--- src/rtl/prog_sequencer_pkg.sv ---
// Encodings shared by the program sequencer and its bench: opcodes, FSM states
// and the default no-op instruction presented to the datapath between issues.
package prog_sequencer_pkg;

  typedef enum logic [1:0] {
    OP_LOAD = 2'b00,
    OP_MOV  = 2'b01,
    OP_ADD  = 2'b10,
    OP_OUT  = 2'b11
  } opcode_e;

  typedef enum logic [2:0] {
    S_IDLE      = 3'd0,
    S_FETCH     = 3'd1,
    S_DECODE    = 3'd2,
    S_WAIT_LOAD = 3'd3,
    S_ISSUE     = 3'd4,
    S_WAIT_OUT  = 3'd5,
    S_DONE      = 3'd6
  } state_e;

  // MOV A,A: harmless when the datapath sees it without dp_issue
  localparam logic [7:0] NOP_INSTR = 8'h40;

  function automatic opcode_e opcode_of(input logic [7:0] instr);
    return opcode_e'(instr[7:6]);
  endfunction

endpackage

--- src/rtl/prog_sequencer.sv ---
// Fetches instructions from a synchronous imem, gathers LOAD operands and OUT
// results over valid/ready handshakes, and issues one instruction at a time.
module prog_sequencer #(
  parameter int         PC_W      = 8,
  parameter logic [7:0] NOP_INSTR = prog_sequencer_pkg::NOP_INSTR
) (
  input  logic            CLK,
  input  logic            RST,
  input  logic            start,
  input  logic            abort,
  input  logic [PC_W-1:0] prog_len,
  output logic [PC_W-1:0] imem_addr,
  input  logic [7:0]      imem_data,
  input  logic            ld_valid,
  input  logic [7:0]      ld_data,
  output logic            ld_ready,
  output logic [7:0]      dp_instr,
  output logic [7:0]      dp_load,
  output logic            dp_issue,
  input  logic [7:0]      dp_out,
  output logic            out_valid,
  output logic [7:0]      out_data,
  input  logic            out_ready,
  output logic            busy,
  output logic            done
);
  import prog_sequencer_pkg::*;

  state_e          state, state_nxt;
  logic [PC_W-1:0] pc, len, pc_inc;
  logic [7:0]      instr, load_r, out_r;
  logic            abort_run, last, adv, is_out;

  // abort only matters once a program is running; in IDLE it just masks start
  assign abort_run = abort && (state != S_IDLE);
  assign pc_inc    = pc + PC_W'(1);
  assign last      = (pc_inc == len);
  assign is_out    = (opcode_of(instr) == OP_OUT);
  assign adv       = !abort_run &&
                     ((state == S_ISSUE && !is_out) || (state == S_WAIT_OUT && out_ready));

  always_ff @(posedge CLK or negedge RST) begin
    if (!RST) state <= S_IDLE;
    else      state <= state_nxt;
  end

  always_comb begin
    state_nxt = state;
    if (abort_run) begin
      state_nxt = S_IDLE;
    end else begin
      case (state)
        S_IDLE:      if (start && !abort) state_nxt = (prog_len == '0) ? S_DONE : S_FETCH;
        S_FETCH:     state_nxt = S_DECODE;
        S_DECODE:    state_nxt = (opcode_of(imem_data) == OP_LOAD) ? S_WAIT_LOAD : S_ISSUE;
        S_WAIT_LOAD: if (ld_valid) state_nxt = S_ISSUE;
        S_ISSUE:     state_nxt = is_out ? S_WAIT_OUT : (last ? S_DONE : S_FETCH);
        S_WAIT_OUT:  if (out_ready) state_nxt = last ? S_DONE : S_FETCH;
        S_DONE:      state_nxt = S_IDLE;
        default:     state_nxt = S_IDLE;
      endcase
    end
  end

  // Data registers; an abort in the same cycle drops whatever transfer completes.
  always_ff @(posedge CLK or negedge RST) begin
    if (!RST) begin
      pc     <= '0;
      len    <= '0;
      instr  <= NOP_INSTR;
      load_r <= '0;
      out_r  <= '0;
    end else begin
      if (state == S_IDLE && start && !abort && prog_len != '0) begin
        len <= prog_len;
        pc  <= '0;
      end
      if (state == S_DECODE && !abort)               instr  <= imem_data;
      if (state == S_WAIT_LOAD && ld_valid && !abort) load_r <= ld_data;
      // datapath has updated OUT on the falling edge inside ISSUE
      if (state == S_ISSUE && is_out && !abort)      out_r  <= dp_out;
      if (adv)                                       pc     <= pc_inc;
    end
  end

  always_comb begin
    dp_instr  = NOP_INSTR;
    dp_issue  = 1'b0;
    ld_ready  = 1'b0;
    out_valid = 1'b0;
    busy      = 1'b1;
    done      = 1'b0;
    case (state)
      S_IDLE:      busy      = 1'b0;
      S_WAIT_LOAD: ld_ready  = 1'b1;
      S_ISSUE: begin
        dp_instr = instr;
        dp_issue = 1'b1;
      end
      S_WAIT_OUT:  out_valid = 1'b1;
      S_DONE:      done      = 1'b1;
      default: ;
    endcase
  end

  assign imem_addr = pc;
  assign dp_load   = load_r;
  assign out_data  = out_r;

endmodule

--- config.mk ---
export PLATFORM = sky130hd
export DESIGN_NAME = prog_sequencer
export DESIGN_NICKNAME = d
export VERILOG_FILES = /design/src/rtl/prog_sequencer_pkg.sv /design/src/rtl/prog_sequencer.sv
export SDC_FILE = /design/constraint.sdc
export NUM_CORES = 1
export LEC_CHECK = 0
export ABC_AREA = 1
export ABC_CLOCK_PERIOD_IN_PS = 1600
export BUFFER_PORTS_ARGS = -buffer_cell sky130_fd_sc_hd__buf_2
export CAP_MARGIN = 30
export CORE_MARGIN = 2
export CORE_UTILIZATION = 40
export DETAILED_ROUTE_END_ITERATION = 10
export PLACE_DENSITY = 0.68
export SYNTH_ARGS = -nofsm -noshare
export SYNTH_HDL_FRONTEND = slang
export SYNTH_SLANG_ARGS = --single-unit
--- constraint.sdc ---
create_clock -name CLK -period 1.6 [get_ports CLK]
set_clock_uncertainty 0.15 [all_clocks]
set_input_delay 0.4 -clock CLK [delete_from_list [all_inputs] [get_ports CLK]]
set_output_delay 0.4 -clock CLK [all_outputs]
set_load 0.02 [all_outputs]
# Word level (Yosys, flattened, before mapping)
# Cells that the tools add are included.
# totals
out_inout_bits	37
in_bits	38
regBits	43
# classes
addsub	1
n_eq_ne	11
muxes	17
reduce_logical	24
# op_table
op	count
3-bit 2-to-1 mux	8
8-bit 2-to-1 mux	3
3-bit case mux with 6 select lines	1
1-bit logical AND	13
3-bit == test, second input constant	3
3-bit != test, second input constant	3
8-bit by 1-bit adder with 8-bit output, second input constant	1
8-bit == test	1
8-bit logical NOT	1
8-bit nonzero test	1
3-bit by 2-bit == test with 1-bit output, second input constant	2
1-bit 2-to-1 mux	5
3-bit by 1-bit == test with 1-bit output, second input constant	1
1-bit logical NOT	3
3-bit logical NOT	1
3-bit AND reduction	1
3-bit nonzero test	1
2-bit == test, second input constant	1
2-bit logical NOT	1
2-bit nonzero test	1
1-bit logical OR	1

# Depth between registers and ports, before layout
# Gate-level depths: netlist of run 1.
# depth
word_depth	6
ltp_mapped	14
mapped_depth_nobuf	14

# Least setup slack after synthesis of run 1
# OpenSTA, ideal clock, no wires.
# synth_path
path_kind	flip-flop to flip-flop
start	register pc[1], in the netlist imem_addr[1]
end	register state[0]
stages_incl_launch_ff	12
t_arrival_ns	1.540
slack_ns	-0.208
required_time_ns	1.332
cell_sequence	dfrtp_1 > ha_1 > xnor2_1 > nand2_1 > nor2_1 > nand3_1 > nor2_2 > nand2_1 > nand2_1 > nand2_1 > nand2_1 > nand2_1
# synth_between
elab_chain_len	6
word_cells_on_any_way	7
cone_classes	1 x add/sub; 1 x eq/ne; 5 x mux
# synth_lines
item	line_no	source
start, declared	prog_sequencer.sv:30	logic [PC_W-1:0] pc, len, pc_inc;
start signal, assigned	prog_sequencer.sv:82	if (adv) pc <= pc_inc;
8-bit by 1-bit adder with 8-bit output (*)	prog_sequencer.sv:36	assign pc_inc = pc + PC_W'(1);
8-bit == test (*)	prog_sequencer.sv:37	assign last = (pc_inc == len);
3-bit 2-to-1 mux (*)	prog_sequencer.sv:57, prog_sequencer.sv:58	
3-bit 2-to-1 mux, on equally long branches	prog_sequencer.sv:58, prog_sequencer.sv:57	
3-bit case mux with 6 select lines (*)	prog_sequencer.sv:52	case (state)
3-bit 2-to-1 mux (*)	prog_sequencer.sv:49	if (abort_run) begin
end signal, assigned	prog_sequencer.sv:44	else state <= state_nxt;
end, declared	prog_sequencer.sv:29	state_e state, state_nxt;
# Every way passes the cells marked *; elsewhere a longest branch is shown, timed or not. The select of a mux whose other input is x is not followed.
# A chain may end at the register's enable or synchronous reset.

# Final worst setup path of run 1
# layout_path
start	register state[0]
end	output dp_instr[4]
# layout_between
elab_chain_len	2
# layout_lines
item	line_no	source
3-bit == test	prog_sequencer.sv:93	case (state)
8-bit 2-to-1 mux	prog_sequencer.sv:93	
end, declared	prog_sequencer.sv:17	output logic [7:0] dp_instr,
# No other way between the ends.

==> impl_metrics.ini, run 1 <==
[critical_path]
critical_path_peak_fanout = 7
path_cells = nor2_2 -> nand2_2 -> buf_8 -> nor2_2 -> buf_6
critical_path_class = reg -> out
cp_common_cell = nor2_2
worstPathRequired_ns = 1.05
cp-end-kind = output pin
critPathLaunchType = register
cpMaxStageDelayCell = dfrtp_1
max_stage_delay_ns = 0.41
arrival_ns = 1.35
ff2ff_path_depth = 12

[floorplan]
core-area_um2 = 5440
io_pins = 75
die_x_um = 78.7
die_area_um2 = 6200
die_y_um = 78.7
initial_utilization_pct = 41.1
num_rows = 27

[routing]
vias_per_cell = 4.79
first_iter_violations = 65
wire_per_inst_um = 12.3
drt_wl_total_um = 5550
vias = 2152
dr.pass1.iters = 5
final_antenna_net_count = 0
post-route-drc-count = 0

[power]
p_switching_mw = 1.45
internal_power_mw = 2.79
seq_power_share_pct = 37.4
p_clk_share_pct = 23.8
p_leak_nw = 1.86
ir_drop_v = 0.000792
finalPower_mw = 4.25
netSwitchingFraction_pct = 34.2
pwr-share-comb_pct = 38.8
p_per_area_nw_per_um2 = 1210

[grt]
grt_usage_pct = 18.0
grt_pass1_vias = 2004
grt_pass1_wl_um = 8740
antenna_found_initial = 0
grt_overflow = 0
grt_util_met1_pct = 22.6
grt_max_degree = 44
grt-busiest-layer = met2
use_met2_pct = 29.8
use_met3_pct = 5.11

[sta]
slew_violations = 0
final.setup.worst_slack_ns = -0.303
post-route-min-period_ns = 1.90
hold_viol_final = 0
fmax_mhz = 526
rsz0062_at_grt = yes
max-slew-margin-rel_pct = 74.7
setup_viol = 39
holdWs_ns = 0.176
finalCritPeriodShare_pct = 119
worst_slew_pin_slew_ns = 0.377

[cells_and_area]
fillerInstances = 434
layout.nets = 415
postLayoutCoreUtil_pct = 64.3
diodes = 0
drive_gt1_share_pct = 52.5
area_growth_pct = 56.6

[placed_design]
hpwl_um = 3900
port_buffers = 74
place.gp.congestion = 0.858

[logic_synthesis]
yosys-top-cells-count = nand2_1 (57), dfrtp_1 (42), inv_1 (37), nand3_1 (21), nor2_1 (21)
yosysWarnings = 0
synth_cells = 264
synth_nets = 303
ys_seq_area_share_pct = 48.2
synth_cell_types = 33
synthTopCellsByArea = dfrtp_1 (47%), nand2_1 (9.6%), mux2_2 (8.1%)
synth-seq-cells = 43
syn_area_um2 = 2230
async_flop_share_pct = 100
yosysMostFrequentCell = nand2_1
ys.flop_type = dfrtp_1
synth_edf_count = 0
yosys.area.top_type = dfrtp_1
synth_top_area_share_pct = 47.0
syn_avg_cell_area_um2 = 8.46

[cts]
clk_pin_slew_ns = 0.08
clockBufferDepth = 2
cts.htree.levels = 2
numCtsBuffers = 5
clk-insertion-delay-late_ns = 0.30
cts-root-buf = clkbuf_8
cts.sinks = 43
cts_tree = yes

[flow_run]
maxCapViolations = 0

[min_path]
hold-path-cell-count = 2
min_path_type = in -> reg

[outcome]
status = finished with violations
violations = negative setup slack
## power by group through the flow
stage / combinational, mW / sequential [mW] / clock, mW
final: 1.65 / 1.59 / 1.01
after global routing: 1.80 / 1.63 / 1.06
after CTS: 1.41 / 1.56 / 1.03
after detailed placement: 1.24 / 1.57 / 0
after global placement: 1.21 / 1.56 / 0
after floorplan: 0.712 / 1.66 / 0
## cells by family (layout without fill, tap and decap cells)
logic type      Yosys count  count (layout)  share of synthesized area (%)
xor+xnor                  2               2                          0.784
simple gates            127             127                           27.0
compound gates           30              30                           7.45
buf+inv                  45             158                           7.95
flops                    43              43                           48.2
fa+ha+maj                 1               1                          0.560
mux                      16              16                           8.06
## critical path, delay by kind of cell, from the launching register on
family / cells / cell delay [ns]
flip-flops: 1 / 0.41
AND/OR/NAND/NOR: 3 / 0.36
buffers and inverters: 2 / 0.29
## registers in the layout (all words and copies together) (netlist names)
name	cells
out_data	8
len	8
state	3
imem_addr	8
instr	8
dp_load	8
## cell usage in the layout, fill, tap and decap left out, types with 8 or more instances in the layout
cell type   n
buf_6      18
buf_4      27
nand2_1    44
nor2_2     14
nand3_1    20
buf_2      58
nand2_2     8
dfrtp_1    38
inv_1      35
nor2_1      8
nand2_4    10
mux2_2     16
## through the flow
| step | setup slack (ns) | instances | cell area (um2) | setup TNS [ns] |
|---|---|---|---|---|
| finish | -0.303 | 449 | 3500 | -5.06 |
| global route | -0.360 | 449 | 3500 | -7.90 |
| CTS | -0.291 | 443 | 3240 | -3.94 |
| detailed placement | -0.159 | 429 | 2920 | -0.716 |
| global placement | -0.0968 | 429 | 2920 | -0.541 |
| floorplan | -0.0900 | 264 | 2280 | -0.161 |
## final timing paths
check | slack [ns] | startpoint | end
setup / recovery | -0.30 | state[0] | dp_instr[4]
hold / removal | 0.18 | ld_data[2] | dp_load[2]
setup reg to reg | -0.19 | imem_addr[1] | state[0]
max in group asynchronous | 0.57 | RST | instr[6]
hold reg to reg | 0.36 | dp_load[1] | dp_load[1]
min in group asynchronous | 0.45 | RST | len[5]
## final cells by class
| class | count | area [um2] | share of cell area, % |
|---|---|---|---|
| Multi-Input combinational cell | 176 | 1220 | 34.9 |
| Timing Repair Buffer | 109 | 806 | 23.0 |
| Sequential cell | 43 | 1080 | 30.9 |
| Clock inverter | 3 | 67.6 | 1.93 |
| Clock buffer | 5 | 68.8 | 1.97 |
| Tap cell | 72 | 90.1 | 2.58 |
| Inverter | 41 | 161 | 4.61 |
## repair_timing
item | 4_1_cts | 5_1_grt
cloned | 0 | 1
hold buffers | 1 | 0
endpoints found under the setup margin | 19 | 43
pin swaps | 5 | 15
hold endpoints to repair | 42 | 0
buffers inserted | 5 | 5
resized for setup | 41 | 61
## layer usage
layer	up-vias	wire (um)
met2	73	2720
met4	0	87
li1	1077	-
met5	-	0
met3	10	391
met1	992	2350
Power figures use the tool's default switching activity.
==> run 2: changes to the inputs <==
--- a/config.mk
+++ b/config.mk
@@ -13,6 +13,7 @@
 export CORE_UTILIZATION = 40
 export DETAILED_ROUTE_END_ITERATION = 10
 export PLACE_DENSITY = 0.68
+export RECOVER_POWER = 100
 export SYNTH_ARGS = -nofsm -noshare
 export SYNTH_HDL_FRONTEND = slang
 export SYNTH_SLANG_ARGS = --single-unit
==> run 2 against run 1 <==
  * Worst hold slack lost 0.00093 ns
  * The run still ends with negative setup slack left
  * Core utilization fell by 0.41 points
  * Count of clock-buffer cells in the layout unchanged
  * Routed wire length grew 0.27%
  * Sequential power is essentially flat
  * Maximum frequency barely moved
  * Die area did not move
==> impl_metrics.ini, run 2 (synthesis results as in run 1) <==
[cts]
numCtsBuffers = 5
clockBufferDepth = 2
cts_tree = yes
cts.sinks = 43
clk_pin_slew_ns = 0.08
cts.htree.levels = 2
clk-insertion-delay-late_ns = 0.30
cts-root-buf = clkbuf_8

[routing]
dr.pass1.iters = 4
vias_per_cell = 4.78
first_iter_violations = 83
vias = 2148
final_antenna_net_count = 0
post-route-drc-count = 0
drt_wl_total_um = 5560
wire_per_inst_um = 12.4

[grt]
antenna_found_initial = 0
grt_pass1_wl_um = 8740
grt_usage_pct = 18.0
grt_pass1_vias = 2004
grt_max_degree = 44
grt_overflow = 0

[critical_path]
arrival_ns = 1.35
cp-end-kind = output pin
timing.rr.end = state[0]
ff2ff_path_depth = 12
crit_end = dp_instr[4]
critPathLaunchType = register
r2r_start = imem_addr[1]
r2r_slack_ns = -0.21
worstPathRequired_ns = 1.05
critical_path_peak_fanout = 7
startpoint = state[0]
critical_path_class = reg -> out

[cells_and_area]
fillerInstances = 437
layout.nets = 415
seqCellArea_um2 = 1080
postLayoutCoreUtil_pct = 63.9
diodes = 0
multi_input_area_um2 = 1220
drive_gt1_share_pct = 50.4
most-common-layout-cells = buf_2 (50), nand2_1 (44), dfrtp_1 (38), inv_1 (35), buf_4 (27)
postLayoutCellArea_um2 = 3480
final_cells = 449
layout_commonest_cell = buf_2
area_growth_pct = 55.5

[sta]
worst_slew_pin_slew_ns = 0.587
holdWs_ns = 0.175
rsz0062_at_grt = yes
post-route-min-period_ns = 1.90
finalCritPeriodShare_pct = 119
final.setup.worst_slack_ns = -0.304
fmax_mhz = 525
slew_violations = 0
setup_viol = 39
max-slew-margin-rel_pct = 60.9
hold_viol_final = 0
tns_ns = -5.12

[floorplan]
io_pins = 75
die_area_um2 = 6200
num_rows = 27
die_x_um = 78.7
core-area_um2 = 5440
initial_utilization_pct = 41.1
die_y_um = 78.7

[power]
ir_drop_v = 0.000792
p_leak_nw = 1.82
finalPower_mw = 4.24
p_per_area_nw_per_um2 = 1220

[placed_design]
port_buffers = 74
hpwl_um = 3900
place_inst = 429
placed_cell_area_um2 = 2920
pre_cts_ws_ns = -0.159
place.gp.congestion = 0.858

[outcome]
violations = negative setup slack
status = finished with violations

[flow_run]
maxCapViolations = 0

[min_path]
min_path_type = in -> reg
run 2: cell types whose count changed in the layout (fill, tap and decap cells not counted), sizes merged:
cell and delta:
buf -9, clkbuf +9
run 2: final cells by class:
type                       count  area share, %
timing repair buffer         109           22.5
tap                           72           2.59
inverter                      41           4.64
sequential                    43           31.1
clock buffer                   5           1.98
multi-input combinational    176           35.2
clock inverter                 3           1.94
run 2: layer usage:
| layer | track usage [%] | vias to the layer above | wire length (um) |
|---|---|---|---|
| li1 | - | 1075 | - |
| met1 | 22.6 | 993 | 2390 |
| met3 | 5.11 | 8 | 369 |
| met5 | 0 | - | 0 |
| met2 | 29.8 | 72 | 2730 |
| met4 | 6.14 | 0 | 75 |
run 2: worst max-delay path, cell delays in order (launching register included):
cell	delay [ns]
dfrtp_1	0.41
nor2_2	0.15
nand2_2	0.12
buf_8	0.17
nor2_2	0.09
buf_6	0.12
run 2: how the worst min path moves through the flow:
stage	slack, ns	cells past startpoint	end	startpoint
2_1_floorplan	-0.05	0	dp_load[0]	RST
3_3_place_gp	0.25	2	dp_load[0]	RST
4_1_cts	0.17	2	dp_load[5]	ld_data[5]
3_5_place_dp	0.24	2	dp_load[0]	RST
5_1_grt	0.17	2	dp_load[1]	ld_data[1]
6_report	0.18	2	dp_load[5]	ld_data[5]
run 2: repair_timing:
item,4_1_cts,5_1_grt
resized for setup,41,61
hold buffers,1,0
setup endpoints to repair,19,43
setup buffers,5,5
cloned,0,1
hold endpoints to repair,42,0
pin swaps,5,15
run 2: power breakdown:
group | leakage [nW] | internal [mW] | switching (mW) | total, mW
Sequential | 0.551 | 1.38 | 0.211 | 1.59
Combinational | 1.20 | 0.783 | 0.855 | 1.64
Clock | 0.0644 | 0.622 | 0.388 | 1.01
Total | 1.82 | 2.78 | 1.45 | 4.24
==> run 3: changes to the inputs <==
--- a/config.mk
+++ b/config.mk
@@ -7,12 +7,12 @@
 export LEC_CHECK = 0
 export ABC_AREA = 1
 export ABC_CLOCK_PERIOD_IN_PS = 1600
-export BUFFER_PORTS_ARGS = -buffer_cell sky130_fd_sc_hd__buf_2
 export CAP_MARGIN = 30
 export CORE_MARGIN = 2
 export CORE_UTILIZATION = 40
 export DETAILED_ROUTE_END_ITERATION = 10
-export PLACE_DENSITY = 0.68
+export DONT_BUFFER_PORTS = 1
+export PLACE_DENSITY = 0.56
 export RECOVER_POWER = 100
 export SYNTH_ARGS = -nofsm -noshare
 export SYNTH_HDL_FRONTEND = slang
==> run 3 against run 2 <==
  * The flow still finishes with violations (negative setup slack)
  * Register-to-register slack better by 0.07 ns
  * Worst hold slack worse by 0.090 ns
  * Maximum frequency is 3.8% higher
  * First-iteration DRC count is 13% lower
  * Clock power is 25% lower
  * Routed wire length is 5.3% lower
  * Largest cell class unchanged
  * Highest routed layer unchanged
==> impl_metrics.ini, run 3 (synthesis results as in run 1) <==
[cts]
clk-insertion-delay-late_ns = 0.29
clk_pin_slew_ns = 0.08
numCtsBuffers = 5
cts.htree.levels = 2
clockBufferDepth = 2
cts.sinks = 43
cts-root-buf = clkbuf_8
cts_tree = yes

[placed_design]
port_buffers = 0
hpwl_um = 3640
place.gp.congestion = 0.824
pre_cts_ws_ns = -0.135
placed_cell_area_um2 = 2620

[sta]
worst_slew_pin_slew_ns = 0.579
hold_viol_final = 0
finalCritPeriodShare_pct = 115
final.setup.worst_slack_ns = -0.234
slew_violations = 0
rsz0062_at_grt = yes
holdWs_ns = 0.0855
post-route-min-period_ns = 1.83
max-slew-margin-rel_pct = 61.4
fmax_mhz = 545
setup_viol = 40

[grt]
grt_max_degree = 44
grt_overflow = 0
antenna_found_initial = 0
grt_pass1_wl_um = 8640
grt_usage_pct = 17.7
grt_pass1_vias = 1895

[critical_path]
critical_path_class = reg -> out
critical_path_peak_fanout = 8
arrival_ns = 1.28
r2r_slack_ns = -0.14
ff2ff_path_depth = 13
worstPathRequired_ns = 1.05
max_stage_delay_ns = 0.41
cp-end-kind = output pin
path_cells = nor2_2 -> nand2_2 -> buf_12 -> nor2_4
critPathLaunchType = register
cpMaxStageDelayCell = dfrtp_1

[routing]
first_iter_violations = 72
dr.pass1.iters = 4
wire_per_inst_um = 13.5
post-route-drc-count = 0
vias = 1947
vias_per_cell = 5.01
final_antenna_net_count = 0
drt_wl_total_um = 5270

[cells_and_area]
layout_commonest_cell = nand2_1
postLayoutCellArea_um2 = 3210
postLayoutCoreUtil_pct = 59.0
area_growth_pct = 43.6
layout.nets = 355
most-common-layout-cells = nand2_1 (41), dfrtp_1 (37), inv_1 (33), buf_4 (28), mux2_2 (16)
drive_gt1_share_pct = 46.7
diodes = 0
fillerInstances = 511

[power]
ir_drop_v = 0.000640
p_leak_nw = 1.54
p_per_area_nw_per_um2 = 1230

[floorplan]
io_pins = 75
die_x_um = 78.7
die_area_um2 = 6200
die_y_um = 78.7
initial_utilization_pct = 41.1
num_rows = 27
core-area_um2 = 5440

[outcome]
violations = negative setup slack
status = finished with violations

[min_path]
min_path_type = in -> reg
hold-path-cell-count = 2

[flow_run]
maxCapViolations = 0
-- run 3: changes by cell type in the layout (fill, tap and decap cells not counted), sizes merged --
cell	previous run	this run
buf	98	41
bufinv	2	0
clkbuf	15	14
clkinvlp	1	2
inv	40	39
-- run 3: final cells by class --
class	instances	area, um2	area share, %
repair buffers	49	442	13.8
well taps	72	90.1	2.81
multi-input cells	176	1320	41.1
flip-flops and latches	43	1080	33.8
clock inverters	1	7.51	0.234
inverters	41	170	5.30
clock buffers	7	96.3	3.00
-- run 3: timing repair --
| action | 4_1_cts | 5_1_grt |
|---|---|---|
| gates resized for setup | 64 | 38 |
| endpoints found under the setup margin | 35 | 51 |
| hold endpoints to repair | 43 | 0 |
| hold buffers | 2 | 0 |
| gates cloned | 1 | 0 |
| buffers inserted | 8 | 4 |
| pin swaps | 11 | 15 |
-- run 3: path summary, 6_finish.rpt --
kind / startpoint / to
worst min register to register: instr[6] / instr[6]
min in group asynchronous: RST / len[3]
max in group asynchronous: RST / imem_addr[2]
worst min-delay path: imem_data[6] / instr[6]
worst max register to register: imem_addr[0] / state[0]
worst max-delay path: state[1] / dp_instr[7]
-- run 3: layer usage --
layer / vias up / GRT usage (%) / wire [um]
met5: - / 0 / 0
met4: 0 / 5.26 / 46
met3: 5 / 5.45 / 373
met2: 62 / 28.4 / 2590
met1: 922 / 23.2 / 2260
li1: 958 / - / -
-- run 3: report_power, final --
| group | switching, mW | internal (mW) |
|---|---|---|
| Clock | 0.367 | 0.393 |
| Sequential | 0.321 | 1.38 |
| Combinational | 0.759 | 0.727 |
| Total | 1.45 | 2.50 |
-- run 3: metrics by stage --
| step | TNS (ns) | cells | total power, mW |
|---|---|---|---|
| floorplan | -0.161 | 264 | 2.37 |
| global placement | -0.458 | 366 | 2.65 |
| detailed placement | -0.449 | 366 | 2.67 |
| CTS | -4.28 | 385 | 3.81 |
| global route | -8.80 | 389 | 4.21 |
| finish | -4.94 | 389 | 3.95 |
-- run 3: worst max-delay path: cells and delay by family (launching register included) --
| family | cells | cell delay [ns] |
|---|---|---|
| DFF | 1 | 0.41 |
| and+or+nand+nor | 3 | 0.42 |
| buffers and inverters | 1 | 0.17 |
